### config.mk
export PLATFORM = sky130hd
export DESIGN_NAME = measure_object_bbox
export DESIGN_NICKNAME = d
export VERILOG_FILES = /design/src/rtl/measure_object_bbox.sv
export SDC_FILE = /design/constraint.sdc
export NUM_CORES = 1
export LEC_CHECK = 0
export ABC_AREA = 1
export ABC_CLOCK_PERIOD_IN_PS = 2370
export CAP_MARGIN = 15
export CORE_MARGIN = 2
export CORE_UTILIZATION = 49
export CTS_CLUSTER_DIAMETER = 120
export DETAILED_ROUTE_END_ITERATION = 12
export GPL_TIMING_DRIVEN = 0
export HOLD_SLACK_MARGIN = 0.05
export PLACE_DENSITY_LB_ADDON = 0.3
export RECOVER_POWER = 25
export SYNTH_ARGS = -nofsm -noshare
export SYNTH_HDL_FRONTEND = slang
export SYNTH_SLANG_ARGS = --single-unit
### constraint.sdc
create_clock -name clk -period 2.37 [get_ports clk]
set_input_delay 0.3555 -clock clk [delete_from_list [all_inputs] [get_ports clk]]
set_output_delay 0.3555 -clock clk [all_outputs]
set_load 0.05 [all_outputs]
### src/rtl/measure_object_bbox.sv
// rtl/measure_object_bbox.sv - per-frame object centroid, bounding box and pixel count
// Accumulates thresholded pixels, then divides sums by count with a restoring divider at end of frame.
module measure_object_bbox #(
  parameter int INPUT_WIDTH  = 11,
  parameter int COLOR_WIDTH  = 10,
  parameter int FRAME_X_MAX  = 640,
  parameter int FRAME_Y_MAX  = 480,
  parameter int COUNT_THRESH = 40,
  parameter int PIXEL_THRESH = 2**COLOR_WIDTH-1,
  parameter int COUNT_WIDTH  = 19,
  parameter int SUM_WIDTH    = 28
) (
  input  logic                   clk,
  input  logic                   aresetn,
  input  logic                   enable,
  input  logic [INPUT_WIDTH-1:0] vga_x,
  input  logic [INPUT_WIDTH-1:0] vga_y,
  input  logic [COLOR_WIDTH-1:0] delta_frame,
  output logic [INPUT_WIDTH-1:0] x_position,
  output logic [INPUT_WIDTH-1:0] y_position,
  output logic [INPUT_WIDTH-1:0] x_min,
  output logic [INPUT_WIDTH-1:0] x_max,
  output logic [INPUT_WIDTH-1:0] y_min,
  output logic [INPUT_WIDTH-1:0] y_max,
  output logic [COUNT_WIDTH-1:0] pixel_count,
  output logic                   object_found,
  output logic                   valid,
  output logic                   busy,
  output logic                   overrun
);
  localparam int ITW = $clog2(SUM_WIDTH);
  localparam logic [INPUT_WIDTH-1:0] X_END     = INPUT_WIDTH'(FRAME_X_MAX);
  localparam logic [INPUT_WIDTH-1:0] Y_END     = INPUT_WIDTH'(FRAME_Y_MAX);
  localparam logic [COLOR_WIDTH-1:0] PIX_T     = COLOR_WIDTH'(PIXEL_THRESH);
  localparam logic [COUNT_WIDTH-1:0] CNT_T     = COUNT_WIDTH'(COUNT_THRESH);
  localparam logic [ITW-1:0]         ITER_LAST = ITW'(SUM_WIDTH-1);

  typedef enum logic [1:0] {IDLE, DIV, DONE} state_t;
  state_t state, state_nxt;

  logic eof, hit, acc_found, take, drop, step, publish;
  logic [COUNT_WIDTH-1:0] acc_count;
  logic [SUM_WIDTH-1:0]   acc_sum_x, acc_sum_y;
  logic [INPUT_WIDTH-1:0] acc_x_min, acc_x_max, acc_y_min, acc_y_max;

  logic [COUNT_WIDTH-1:0] w_count;
  logic                   w_found;
  logic [SUM_WIDTH-1:0]   quo_x, quo_y;
  logic [COUNT_WIDTH-1:0] rem_x, rem_y;
  logic [INPUT_WIDTH-1:0] w_x_min, w_x_max, w_y_min, w_y_max;
  logic [ITW-1:0]         iter;

  logic [COUNT_WIDTH:0] sh_x, sh_y, dv, df_x, df_y;
  logic                 ge_x, ge_y;

  assign eof       = enable && vga_x == X_END && vga_y == Y_END;
  assign hit       = enable && vga_x < X_END && vga_y < Y_END && delta_frame >= PIX_T;
  assign acc_found = acc_count >= CNT_T;

  // One restoring-division step for each axis; both share the pixel count as divisor.
  always_comb begin
    dv   = {1'b0, w_count};
    sh_x = {rem_x, quo_x[SUM_WIDTH-1]};
    sh_y = {rem_y, quo_y[SUM_WIDTH-1]};
    ge_x = sh_x >= dv;
    ge_y = sh_y >= dv;
    df_x = sh_x - dv;
    df_y = sh_y - dv;
  end

  always_ff @(posedge clk or negedge aresetn) begin
    if (!aresetn) state <= IDLE;
    else          state <= state_nxt;
  end

  always_comb begin
    state_nxt = state;
    if (!enable) begin
      state_nxt = IDLE;
    end else begin
      case (state)
        IDLE:    if (eof) state_nxt = acc_found ? DIV : DONE;
        DIV:     if (iter == '0) state_nxt = DONE;
        DONE:    state_nxt = IDLE;
        default: state_nxt = IDLE;
      endcase
    end
  end

  always_comb begin
    busy    = state != IDLE;
    take    = eof && state == IDLE;
    drop    = eof && state != IDLE;
    step    = enable && state == DIV;
    publish = enable && state == DONE;
  end

  always_ff @(posedge clk or negedge aresetn) begin
    if (!aresetn) begin
      acc_count <= '0; acc_sum_x <= '0; acc_sum_y <= '0;
      acc_x_min <= '1; acc_x_max <= '0; acc_y_min <= '1; acc_y_max <= '0;
    end else if (!enable || eof) begin
      acc_count <= '0; acc_sum_x <= '0; acc_sum_y <= '0;
      acc_x_min <= '1; acc_x_max <= '0; acc_y_min <= '1; acc_y_max <= '0;
    end else if (hit) begin
      if (acc_count != '1) acc_count <= acc_count + 1'b1;
      acc_sum_x <= acc_sum_x + SUM_WIDTH'(vga_x);
      acc_sum_y <= acc_sum_y + SUM_WIDTH'(vga_y);
      if (vga_x < acc_x_min) acc_x_min <= vga_x;
      if (vga_x > acc_x_max) acc_x_max <= vga_x;
      if (vga_y < acc_y_min) acc_y_min <= vga_y;
      if (vga_y > acc_y_max) acc_y_max <= vga_y;
    end
  end

  // Quotient bits shift into the low end of the dividend registers as the sums shift out.
  always_ff @(posedge clk or negedge aresetn) begin
    if (!aresetn) begin
      w_count <= '0; w_found <= 1'b0; quo_x <= '0; quo_y <= '0; rem_x <= '0; rem_y <= '0;
      w_x_min <= '0; w_x_max <= '0; w_y_min <= '0; w_y_max <= '0; iter <= '0;
    end else if (!enable) begin
      w_count <= '0; w_found <= 1'b0; quo_x <= '0; quo_y <= '0; rem_x <= '0; rem_y <= '0;
      w_x_min <= '0; w_x_max <= '0; w_y_min <= '0; w_y_max <= '0; iter <= '0;
    end else if (take) begin
      w_count <= acc_count; w_found <= acc_found;
      quo_x   <= acc_sum_x; quo_y   <= acc_sum_y;
      rem_x   <= '0;        rem_y   <= '0;
      w_x_min <= acc_x_min; w_x_max <= acc_x_max;
      w_y_min <= acc_y_min; w_y_max <= acc_y_max;
      iter    <= ITER_LAST;
    end else if (step) begin
      quo_x <= {quo_x[SUM_WIDTH-2:0], ge_x};
      quo_y <= {quo_y[SUM_WIDTH-2:0], ge_y};
      rem_x <= ge_x ? df_x[COUNT_WIDTH-1:0] : sh_x[COUNT_WIDTH-1:0];
      rem_y <= ge_y ? df_y[COUNT_WIDTH-1:0] : sh_y[COUNT_WIDTH-1:0];
      if (iter != '0) iter <= iter - 1'b1;
    end
  end

  always_ff @(posedge clk or negedge aresetn) begin
    if (!aresetn) begin
      x_position <= '0; y_position <= '0; x_min <= '0; x_max <= '0; y_min <= '0; y_max <= '0;
      pixel_count <= '0; object_found <= 1'b0; valid <= 1'b0; overrun <= 1'b0;
    end else if (!enable) begin
      x_position <= '0; y_position <= '0; x_min <= '0; x_max <= '0; y_min <= '0; y_max <= '0;
      pixel_count <= '0; object_found <= 1'b0; valid <= 1'b0; overrun <= 1'b0;
    end else begin
      valid   <= publish;
      overrun <= drop;
      if (publish) begin
        x_position   <= w_found ? quo_x[INPUT_WIDTH-1:0] : '1;
        y_position   <= w_found ? quo_y[INPUT_WIDTH-1:0] : '1;
        x_min        <= w_found ? w_x_min : '1;
        x_max        <= w_found ? w_x_max : '1;
        y_min        <= w_found ? w_y_min : '1;
        y_max        <= w_found ? w_y_max : '1;
        pixel_count  <= w_count;
        object_found <= w_found;
      end
    end
  end
endmodule

==> flow_summary.ini, run 1 <==
[run_status]
status = complete, no violations

[cells_and_area]
synthToLayoutAreaGrowth_pct = 18.3
drive_above_1_share_pct = 10.0
fin_nets = 3286

[timing]
min_period_ns = 2.31
worst_slew_pin_slew_ns = 0.834
final_hold_viol_count = 0
clock.fmax_mhz = 432
fin_crit_sh_pct = 97.6
setup_viol = 0
fin_ws_ns = 0.0575
slew_viol_final = 0
relSlewSlack_pct = 44.4
skew_ns = 0.0244

[detailed_routing]
wl_per_cell_um = 18.2
drc = 0
drt_iter0_markers = 2040
routed_wl_um = 68400
vias = 20719
firstDrtPassIters = 6
via_per_inst = 5.50
antenna_left = 0

[critical_path]
criticalPathCategory = in2reg
critPathCaptureType = flip-flop
critPathMaxFanout = 10
worst_ep_required_time_ns = 2.80
startpoint_type = primary input
crit_arrival_ns = 2.75

[clock_network]
cts-root-buf = clkbuf_16
cts_made_buffers = 43
cts_sinks = 372
clkTransAtPathRegs_ns = 0.06
cts_tree = done
htree_levels = 2
clkLatencyLatePin_ns = 0.58
clockBufferDepth = 3

[power_and_ir_drop]
vdd_drop_max_mv = 0.502
p_seq_share_pct = 43.9
power_frac_clock_pct = 45.0
power_w = 0.0151
p_per_area_nw_per_um2 = 579
intPower_w = 0.0110
power.net_switching_w = 0.00407
power_switching_share_pct = 27.0
p_leak_nw = 13.3
p_comb_share_pct = 11.1

[synthesis]
syn_nets = 3096
synth_edf_count = 0
ys.flop_type = dfrtp_1
synth_top_area_cell = dfrtp_1
synth_commonest_cells = nand2_1 (881), dfrtp_1 (350), inv_1 (331)
netlist_instances = 2951
yosys-top-cells-area = dfrtp_1 (40%), nand2_1 (15%), nand3_1 (7.1%)
synth_top_area_share_pct = 39.8
synthArstFlopShare_pct = 100
synth.avg_cell_area_um2 = 7.46
ys_seq_area_share_pct = 42.4
synth-seq-cells = 372
ys_warn_count = 0
synthDistinctLibCells = 51
synthMostInstantiatedCell = nand2_1
syn_area_um2 = 22000

[hold_path]
hp-class = in2reg

[floorplan]
die_area_um2 = 46600
rows = 77
die_h_um = 216
core_area_um2 = 44200
io_pins = 124
fp.dieW_um = 216
initial_core_util_pct = 49.7

[global_route]
overflow = 0
grt_pass1_wl_um = 107000
grtUsageTotal_pct = 29.0
antenna_found_initial = 2
grt_max_degree = 78
grt_pass1_vias = 19660

[place]
preCtsSetupSlack_ns = -0.692
portBuffers = 123
place_congestion = 0.964
hpwl_um = 50600

[job]
cap_viol_max_count = 0
## logic make-up (layout without fill, tap and decap cells)
| family | Yosys count | after routing | share of synthesized area [%] |
|---|---|---|---|
| flip-flops | 372 | 372 | 42.4 |
| AND/OR/NAND/NOR | 1565 | 1565 | 30.6 |
| other | 0 | 1 | 0 |
| XOR/XNOR | 32 | 32 | 1.27 |
| adder cells (fa/ha/maj) | 110 | 110 | 6.39 |
| AO/OA/AOI/OAI | 414 | 414 | 10.5 |
| buffers and inverters | 458 | 680 | 8.82 |
## sequential cells by signal (all words and copies together) (netlist names), 19 cells and up
name and cells:
quo_y 28, pixel_count 19, acc_sum_y 28, w_count 19, quo_x 28, acc_count 19, rem_y 19, rem_x 19
acc_sum_x 28
## worst max-delay path, stage by stage
cell and delay, ns:
clkdlybuf4s50_1 0.62, nor2_2 0.24, nand2_1 0.14, nor2_4 0.19
nand4_4 0.18, buf_6 0.21, clkbuf_1 0.28, o211ai_1 0.37
o21ai_0 0.14
## metrics by stage
stage	hold WS, ns	instance area [µm²]	setup TNS (ns)	instances	utilization (%)
final	0.231	26000	0	3766	58.9
after global routing	0.254	26000	-0.0692	3765	58.8
after CTS	0.335	25600	0	3750	57.8
after detailed placement	0.361	24100	-134.61	3670	54.5
after global placement	0.459	24000	-5660.33	3666	54.2
after floorplan	0.0599	22000	0	2951	-
## routing by layer
metal	share of wire, %	vias to the layer above	global-route usage (%)	routed length [µm]
li1	-	9975	-	-
met1	44	9891	40.6	30300
met2	45	730	45.8	30800
met3	7.7	123	4.93	5290
met4	3.0	0	9.95	2050
met5	0	-	0	0
## power groups by stage
stage	logic (W)	clock network, W	registers, W
after CTS	0.00167	0.00687	0.00662
final	0.00167	0.00678	0.00662
after floorplan	0.000534	0	0.00710
after detailed placement	0.00166	0	0.00673
after global routing	0.00179	0.00710	0.00663
after global placement	0.00161	0	0.00673
## final timing paths
| check | startpoint | endpoint | slack, ns | depth (start not counted) |
|---|---|---|---|---|
| max | vga_y[9] | quo_y[27]$_DFFE_PN0P_ | 0.06 | 9 |
| min | vga_y[0] | acc_y_max[0]$_DFFE_PN0P_ | 0.23 | 3 |
| max reg2reg | w_count[12]$_DFFE_PN0P_ | rem_y[16]$_DFFE_PN0P_ | 0.11 | 13 |
| min reg2reg | acc_y_min[4]$_DFFE_PN1P_ | acc_y_min[4]$_DFFE_PN1P_ | 0.47 | 2 |
| max in group asynchronous | aresetn | acc_y_min[8]$_DFFE_PN1P_ | 0.49 | 5 |
| min in group asynchronous | aresetn | quo_y[14]$_DFFE_PN0P_ | 0.32 | 2 |
## timing repair
action | in CTS | in global routing
resized for setup | 25 | 99
setup endpoints to repair | 58 | 167
buffers inserted | 3 | 14
cloned | 0 | 2
hold buffers | 1 | 0
endpoints found under the hold margin | 71 | 0
pin swaps | 1 | 6
## layout by cell type, fill, tap and decap left out, types with 7 or more instances in the layout
cell type / n
dlymetal6s2s_1: 16
dfrtp_1: 350
clkdlybuf4s50_1: 101
nor2_1: 202
clkbuf_1: 56
buf_2: 28
nor3_1: 29
xnor2_1: 19
nand3_1: 301
ha_1: 94
inv_1: 316
clkinvlp_4: 7
dfstp_2: 22
clkbuf_8: 10
o21ai_1: 44
ha_4: 8
buf_4: 26
nor2_2: 14
inv_2: 17
nand3b_1: 22
nand2_1: 871
nand3_2: 11
nand4_1: 41
clkbuf_16: 43
a21oi_1: 67
o211ai_1: 47
xor2_1: 13
nand2_2: 17
buf_6: 21
o21ai_2: 8
o22ai_1: 21
clkbuf_2: 7
or2_2: 29
o21ai_0: 212
## area by class of cell
type                       count  area (µm²)
fill                        4007       18200
multi-input combinational   2121       11000
sequential                   372        9340
timing repair buffer         147        1540
inverter                     341        1310
clock buffer                  65        1260
tap                          592         741
buffer                       115         706
clock inverter                12         166
antenna                        1        2.50
Power figures use the tool's default switching activity.
==> inputs of run 2 (changes only) <==
Settings changed: ABC_CLOCK_PERIOD_IN_PS 2370 to 2500, CORE_ASPECT_RATIO set to 1.25.
Clock period 2.37 ns to 2.5 ns, I/O delays scaled along.
==> flow_summary.ini, run 2 (synthesis results as in run 1) <==
[run_status]
status = complete, no violations

[power_and_ir_drop]
power.net_switching_w = 0.00394
p_seq_share_pct = 43.2
p_leak_nw = 13.0
vdd_drop_max_mv = 0.551
power_switching_share_pct = 27.0
p_comb_share_pct = 10.7
p_per_area_nw_per_um2 = 568
intPower_w = 0.0106
power_frac_clock_pct = 46.1

[detailed_routing]
wl_per_cell_um = 18.1
drc = 0
firstDrtPassIters = 5
drt_iter0_markers = 1472
via_per_inst = 5.57
antenna_left = 0
vias = 20786
routed_wl_um = 67500

[clock_network]
htree_levels = 2
cts_sinks = 372
clockBufferDepth = 3
cts_made_buffers = 42
cts_tree = done
cts-root-buf = clkbuf_16
clkTransAtPathRegs_ns = 0.06
clkLatencyLatePin_ns = 0.60

[cells_and_area]
layout_commonest_cell = nand2_1
drive_above_1_share_pct = 8.20
layout_common_cells = nand2_1 (879), dfrtp_1 (349), inv_1 (328)
fin_nets = 3270
synthToLayoutAreaGrowth_pct = 16.7
layout.cells.non_filler = 3729
insertedDiodeCount = 0
final_area_um2 = 25700

[floorplan]
fp.dieW_um = 194
rows = 86
io_pins = 124
die_h_um = 241
die_area_um2 = 46600
initial_core_util_pct = 49.7
core_area_um2 = 44200

[timing]
slew_viol_final = 0
relSlewSlack_pct = 21.7
min_period_ns = 2.48
final_hold_viol_count = 0
clock.fmax_mhz = 404
whs_ns = 0.210
fin_crit_sh_pct = 99.0
worst_slew_pin_slew_ns = 1.17
rsz0062_at_grt = true
skew_ns = 0.0356
setup_viol = 0

[critical_path]
crit_arrival_ns = 2.97
r2r_cells = 12
criticalPathCategory = reg2reg
startpoint = w_count[14]$_DFFE_PN0P_
critPathMaxFanout = 10
worst_ep_required_time_ns = 2.99
r2r-start = w_count[14]$_DFFE_PN0P_
startpoint_type = flip-flop
critPathCaptureType = flip-flop

[global_route]
grtUsageTotal_pct = 29.1
grt_pass1_vias = 20262
grt_pass1_wl_um = 108000
overflow = 0
antenna_found_initial = 0
grt_max_degree = 128

[hold_path]
min_path_cells = 3
hp-class = in2reg
hp-start = vga_x[0]

[place]
place_inst = 3649
portBuffers = 123
place_congestion = 1.00
dpl_cell_area_um2 = 24000
hpwl_um = 50400

[job]
cap_viol_max_count = 0
## run 2: cell types whose count changed in the layout (fill, tap and decap cells not counted), moves of 9 or more
cell             change
dlymetal6s2s_1      -13
ha_1                 +9
inv_1               +12
buf_4               -11
clkdlybuf4s50_1     +17
## run 2: final cells by class
type                            count  area [µm²]
Clock buffer                       54        1150
Buffer                            116         681
Inverter                          341        1290
Tap cell                          572         716
Sequential cell                   372        9340
Fill cell                        3996       18500
Clock inverter                     22         352
Timing Repair Buffer              131        1350
Multi-Input combinational cell   2121       10800
## run 2: power by group through the flow
stage / logic (W) / clock network [W] / registers (W)
5_1_grt: 0.00168 / 0.00703 / 0.00630
2_1_floorplan: 0.000506 / 0 / 0.00673
3_3_place_gp: 0.00151 / 0 / 0.00640
3_5_place_dp: 0.00156 / 0 / 0.00640
6_report: 0.00156 / 0.00673 / 0.00629
4_1_cts: 0.00157 / 0.00681 / 0.00629
## run 2: through the flow
| stage | setup WS [ns] | total power, W | util [%] | setup TNS, ns |
|---|---|---|---|---|
| after floorplan | 0.386 | 0.00724 | - | 0 |
| after global placement | -15.15 | 0.00792 | 54.1 | -5572.53 |
| after detailed placement | -0.579 | 0.00796 | 54.3 | -72.40 |
| after CTS | 0.00247 | 0.0147 | 57.8 | 0 |
| after global routing | -0.136 | 0.0150 | 58.1 | -1.33 |
| final | 0.0248 | 0.0146 | 58.1 | 0 |
## run 2: worst paths after layout
kind                                                  to  slack, ns
worst max-delay path               rem_x[15]$_DFFE_PN0P_       0.02
worst min-delay path            acc_x_max[0]$_DFFE_PN0P_       0.21
worst max register to register     rem_x[15]$_DFFE_PN0P_       0.02
worst min register to register  acc_y_min[0]$_DFFE_PN1P_       0.47
max in group asynchronous          quo_x[25]$_DFFE_PN0P_       0.62
min in group asynchronous       acc_count[7]$_DFFE_PN0P_       0.28
## run 2: worst max-delay path: stages, from the launching register on
cell and delay (ns):
dfrtp_1 0.38, clkinvlp_4 0.26, ha_4 0.39, nand2_1 0.09, nor2_1 0.20, inv_1 0.09
nor3_1 0.20, nand2_1 0.13, nand2_1 0.10, clkbuf_4 0.24, nand3_1 0.15, nand2_1 0.09
nand2_1 0.04
## run 2: repair_timing
item                       CTS  global route
resized for setup            4            38
cloned                       0             0
hold buffers                 1             0
setup buffers                0             4
hold endpoints to repair   230             0
setup endpoints to repair   21            59
## run 2: layer usage
layer	vias to the layer above	wire (µm)	global-route usage, %
met1	9846	26800	35.6
met3	210	4420	4.49
met2	786	32300	50.1
met4	0	3910	15.2
li1	9944	-	-
met5	-	0	0
